<file path="config.mk">
export PLATFORM = sky130hd
export DESIGN_NAME = float_decoder_pipe
export DESIGN_NICKNAME = d
export VERILOG_FILES = /design/src/rtl/float_decoder_pipe.sv
export SDC_FILE = /design/constraint.sdc
export NUM_CORES = 1
export LEC_CHECK = 0
export ABC_AREA = 1
export BUFFER_PORTS_ARGS = -buffer_cell sky130_fd_sc_hd__buf_4
export CAP_MARGIN = 40
export CORE_MARGIN = 10
export CORE_UTILIZATION = 25
export CTS_CLUSTER_DIAMETER = 120
export DETAILED_ROUTE_END_ITERATION = 12
export PLACE_DENSITY_LB_ADDON = 0.25
export SYNTH_ARGS = -nofsm -noshare
export SYNTH_HDL_FRONTEND = slang
export SYNTH_SLANG_ARGS = --single-unit
</file>
<file path="constraint.sdc">
create_clock -name clk -period 3 [get_ports clk]
set_input_delay 0.3 -clock clk [delete_from_list [all_inputs] [get_ports clk]]
set_output_delay 0.3 -clock clk [all_outputs]
set_load 0.03 [all_outputs]
</file>
<file path="src/rtl/float_decoder_pipe.sv">
// float_decoder_pipe: two-stage, valid/ready IEEE-754 binary16/32/64 unpacker.
// Stage 1 splits the word, classifies it and counts leading zeros of the
// fraction. Stage 2 unbiases the exponent and normalises subnormals so the
// consumer always sees a hidden-1 significand.
module float_decoder_pipe #(
    parameter int  FSIZE     = 64,
    localparam int EXP_SIZE  = (FSIZE == 16) ? 5 : (FSIZE == 32) ? 8 : 11,
    localparam int MANT_SIZE = FSIZE - 1 - EXP_SIZE
) (
    input  logic                  clk,
    input  logic                  rst,
    input  logic                  in_valid,
    output logic                  in_ready,
    input  logic [FSIZE-1:0]      bits,
    output logic                  out_valid,
    input  logic                  out_ready,
    output logic                  sign,
    output logic [EXP_SIZE:0]     exp,
    output logic [MANT_SIZE-1:0]  frac,
    output logic                  is_zero,
    output logic                  is_subnormal,
    output logic                  is_inf,
    output logic                  is_nan
);

    localparam int XW   = EXP_SIZE + 1;
    localparam int LZW  = $clog2(MANT_SIZE + 1);
    localparam int BIAS = (1 << (EXP_SIZE - 1)) - 1;

    if (!(FSIZE == 16 || FSIZE == 32 || FSIZE == 64)) begin : g_bad_fsize
        $error("float_decoder_pipe: FSIZE must be 16, 32 or 64");
    end

    logic                  v1, v2, adv;
    logic                  s1_sign;
    logic [EXP_SIZE-1:0]   s1_e;
    logic [MANT_SIZE-1:0]  s1_f;
    logic [LZW-1:0]        s1_lz;
    logic                  s1_zero, s1_sub, s1_inf, s1_nan;

    logic [EXP_SIZE-1:0]   in_e;
    logic [MANT_SIZE-1:0]  in_f;
    logic [LZW-1:0]        in_lz;
    logic                  e_max, e_zero, f_zero;

    logic [XW-1:0]         exp_d;
    logic [MANT_SIZE-1:0]  frac_d;

    assign in_e   = bits[FSIZE-2 -: EXP_SIZE];
    assign in_f   = bits[MANT_SIZE-1:0];
    assign e_max  = &in_e;
    assign e_zero = ~|in_e;
    assign f_zero = ~|in_f;

    // Stage 2 advances when empty or drained; stage 1 refills behind it.
    assign adv       = !v2 || out_ready;
    assign in_ready  = !v1 || adv;
    assign out_valid = v2;

    // Leading-zero count of the fraction; the highest set bit wins the scan.
    always_comb begin
        in_lz = '0;
        for (int i = 0; i < MANT_SIZE; i++) begin
            if (in_f[i]) in_lz = LZW'(MANT_SIZE - 1 - i);
        end
    end

    // Stage 1: capture fields, class and leading-zero count.
    always_ff @(posedge clk or negedge rst) begin
        if (!rst) begin
            v1      <= 1'b0;
            s1_sign <= 1'b0;
            s1_e    <= '0;
            s1_f    <= '0;
            s1_lz   <= '0;
            s1_zero <= 1'b0;
            s1_sub  <= 1'b0;
            s1_inf  <= 1'b0;
            s1_nan  <= 1'b0;
        end else begin
            if (in_ready) v1 <= in_valid;
            if (in_valid && in_ready) begin
                s1_sign <= bits[FSIZE-1];
                s1_e    <= in_e;
                s1_f    <= in_f;
                s1_lz   <= in_lz;
                s1_zero <= e_zero && f_zero;
                s1_sub  <= e_zero && !f_zero;
                s1_inf  <= e_max && f_zero;
                s1_nan  <= e_max && !f_zero;
            end
        end
    end

    // Unbias exponent; subnormals shift their leading 1 out into the hidden bit.
    always_comb begin
        exp_d  = '0;
        frac_d = '0;
        if (s1_sub) begin
            exp_d  = XW'(0) - XW'(BIAS) - XW'(s1_lz);
            frac_d = s1_f << (s1_lz + LZW'(1));
        end else if (s1_nan) begin
            frac_d = s1_f;
        end else if (!s1_zero && !s1_inf) begin
            exp_d  = XW'(s1_e) - XW'(BIAS);
            frac_d = s1_f;
        end
    end

    // Stage 2: output register, held while the consumer stalls.
    always_ff @(posedge clk or negedge rst) begin
        if (!rst) begin
            v2           <= 1'b0;
            sign         <= 1'b0;
            exp          <= '0;
            frac         <= '0;
            is_zero      <= 1'b0;
            is_subnormal <= 1'b0;
            is_inf       <= 1'b0;
            is_nan       <= 1'b0;
        end else if (adv) begin
            v2 <= v1;
            if (v1) begin
                sign         <= s1_sign;
                exp          <= exp_d;
                frac         <= frac_d;
                is_zero      <= s1_zero;
                is_subnormal <= s1_sub;
                is_inf       <= s1_inf;
                is_nan       <= s1_nan;
            end
        end
    end

endmodule

</file>
==> summary.txt <==
Final layout
  • Final Util: 31.6%
  • Final #Nets: ~1.6k
  • Area of the multi-input gates: 5060 µm²
  • Area growth syn-to-layout: 25.7%
  • FF/Latch Area: around 3600 µm²
  • Antenna cells: 0
  • Filler Cell Count: about 4.2k
  • Ratio of cells with drive above 1 in the final layout: 16.0%
  • Final std cells w/o fill: roughly 2.1k

Critical path
  • FF-to-FF Start: s1_lz[0]
  • Critical path endpoint: frac[37]
  • Critical Path RT: ~3.3 ns
  • Critical path class: flip-flop to flip-flop
  • CP endpoint kind: flip-flop
  • Critical Path Start: s1_lz[0]
  • Reg2reg path depth: 12
  • Critical path data arrival time: between 3 and 4 ns
  • RR Endpoint: frac[37]
  • R2R setup slack: around 0.17 ns
  • Critical Path Fanout Max: 51
  • Startpoint types: flip-flop

CTS
  • H-tree Lvls: 4
  • Root Driver: clkbuf_16
  • Skew-Pair Late Insertion Delay: roughly 0.45 ns
  • Clock buffer depth: 2
  • Clock transition at path regs: approximately 0.07 ns
  • Num CTS Buffers: 17
  • CTS tree: yes
  • Num Clock Sinks: about 150

Route
  • Iter 0 DRT Violations: about 790
  • Routed via count: about 9.9k
  • DRT antenna net count: 0
  • Drt first pass iters: 6
  • Routed vias/inst: roughly 4.8
  • WL final: between 30 and 40 mm
  • DRC viols: 0
  • DR WL/cell: 19.3 µm

Yosys
  • Seq cells post-synth: between 100 and 150
  • Synthesized area: 9430 µm²
  • Synth async-reset ratio: 100%
  • Post-synth top area share: about two fifths
  • Yosys top cell by area: dfrtp_1
  • Most common cell in the netlist: nand2_1
  • Post-synthesis instance total: roughly 1.4k
  • Unique masters post-synth: 36
  • Area contributors post-synth: dfrtp_1 (38%), nand2_1 (18%), o21ai_0 (6.3%), o21ai_1 (5.9%), nor2_1 (4.6%)
  • Most frequent cells after synthesis: nand2_1 (455), dfrtp_1 (145), o21ai_0 (118)
  • Yosys warnings: 0
  • Ys flop type: dfrtp_1
  • EDFF count, synth: 0
  • Post-Syn Area per Cell: approximately 6.6 µm²
  • Sequential cell area fraction in the yosys report: about two fifths
  • Syn Nets: between 1.5k and 2k

Floorplan
  • Row cnt: just over 70
  • IO Pins: roughly 140
  • Starting Density: 25.2%
  • Chip height: approximately 210 µm
  • Core area: between 30000 and 40000 µm²
  • DIE WIDTH: ~210 µm
  • DIE AREA: approximately 46000 µm²

Global routing
  • First-pass GRT wire length: just over 60 mm
  • Initial antenna violation count: 0
  • Pin count of the biggest net entering global routing: 97
  • Grt ovf: 0
  • Vias in the first global route: approximately 9.6k
  • GRT Util Overall: 17.1%

STA
  • Least-Margin Pin Slew: about 0.88 ns
  • Final Skew: about 0.012 ns
  • Final worst-path cycle share: a little over nine tenths
  • # setup viols final: 0
  • Slew Limit Fails: 0
  • Unrepaired setup endpoints after global routing: yes
  • Peak Freq: 0.354 GHz
  • Min Clock Period, post-route: between 2 and 3 ns
  • Final TNS setup: 0 ns
  • Relative slew margins: between 40% and 50%
  • Final Hold Viols: 0

Min path
  • Hold Crit Class: primary input to flip-flop

Outcome
  • Status: completed

Pwr
  • VDD IR-drop max: just over 0.0004 V
  • Switching share of power: roughly 44%
  • Comb pwr share: between 40 and 50%
  • P_sw: about 3.8 mW
  • Sequential Power Share: about a third
  • Clock Power Share: 25.4%
  • P_int: around 4.9 mW
  • Leakage: about 5.6 nW
  • PD cells: approximately 730 nW/µm²

Placed design
  • Placed instance count: between 2k and 2.5k
  • DPL Wire Length: around 32 mm
  • I/O Buffers: ~140
  • Placer Congestion: around 0.97

Run
  • Max cap viols: 0
## cells by family (layout without fill, tap and decap cells)
logic type,count (synthesis),after routing,share of synthesized area [%]
and+or+nand+nor,678,678,28.6
adders and majority gates,5,5,0.663
xor gates and xnor gates,5,5,0.464
AOI/OAI and AO/OA,363,363,21.1
DFF,145,145,38.5
muxes,19,19,2.02
buffers and inverters,214,335,8.63
## power by group through the flow
| stage | registers [mW] | clock network [mW] | logic (mW) |
|---|---|---|---|
| after floorplan | 3.20 | 0 | 1.71 |
| after global placement | 2.84 | 0 | 3.69 |
| after detailed placement | 2.85 | 0 | 3.68 |
| after CTS | 2.82 | 2.26 | 3.69 |
| after global routing | 2.87 | 2.35 | 4.05 |
| final | 2.82 | 2.21 | 3.67 |
## critical path, stage by stage (launching register included)
cell and delay (ns):
dfrtp_1 0.45, ha_1 0.43, buf_12 0.26, nand3_1 0.10, o21ai_0 0.10, inv_2 0.06, o21ai_1 0.26, nand2_1 0.09
o21ai_1 0.15, o22ai_1 0.14, a221oi_2 0.42, buf_4 0.19, o21ai_1 0.05
## per-stage QoR
stage / cell area (µm²) / hold WS, ns / setup WS (ns) / power (mW)
floorplan: 9430 / 0.00441 / 0.396 / 4.92
global placement: 11200 / 0.345 / -0.149 / 6.53
detailed placement: 11200 / 0.343 / -0.108 / 6.53
CTS: 11800 / 0.0459 / 0.100 / 8.77
global route: 11900 / 0.0559 / -0.0434 / 9.26
finish: 11900 / 0.0612 / 0.172 / 8.70
## flip-flops by register name, indices dropped and copies added (netlist names), 6 cells and up
name   flops
exp       12
s1_e      11
frac      52
s1_lz      6
s1_f      52
## metal layers
metal	up-vias	global-route usage, %	wire length [µm]	part of all wire (%)
met4	0	4.02	442	1.1
li1	4941	-	-	-
met5	-	0	0	0
met3	24	2.36	2020	5.1
met1	4713	25.5	20000	50
met2	248	25.5	17400	44
## area by class of cell
cell class                      count  area share (%)
Clock buffer                       19            3.65
Clock inverter                     12            1.36
Inverter                          126            4.03
Multi-Input combinational cell   1070            42.7
Sequential cell                   145            30.6
Tap cell                          511            5.39
Timing Repair Buffer              178            12.3
## cells in the final DEF (no fill, tap or decap), types with 3 or more instances in the layout
cell type and count:
ha_1 5, buf_12 8, o31ai_1 4, nor4_1 5
dfrtp_1 145, nand2_1 450, a22oi_1 13, bufinv_16 3
nor3_1 12, clkinv_4 4, nand4_1 6, inv_1 95
nand3_1 81, mux2i_1 19, buf_6 4, nor2_1 113
o22ai_1 8, o21ai_1 112, clkinvlp_4 3, a31oi_1 7
nor2_2 3, o21ai_0 118, buf_4 165, o221ai_1 3
clkbuf_16 17, a21oi_1 61, inv_2 27, o211ai_1 26
nand2_2 4
## what timing repair did
item	4_1_cts	5_1_grt
buffers inserted	0	2
pin swaps	0	1
gates resized for setup	1	11
hold endpoints to repair	60	0
endpoints found under the setup margin	1	3
hold buffers	1	0
## how the worst min path moves through the flow
| stage | cells past startpoint | endpoint | slack [ns] | startpoint |
|---|---|---|---|---|
| 2_1_floorplan | 0 | exp[0] | 0.004 | rst |
| 3_3_place_gp | 1 | v1 | 0.35 | rst |
| 3_5_place_dp | 1 | v1 | 0.34 | rst |
| 4_1_cts | 3 | s1_sign | 0.05 | bits[63] |
| 5_1_grt | 3 | s1_sign | 0.06 | bits[63] |
| 6_report | 3 | s1_sign | 0.06 | bits[63] |
(Power assumes the default switching activity.)
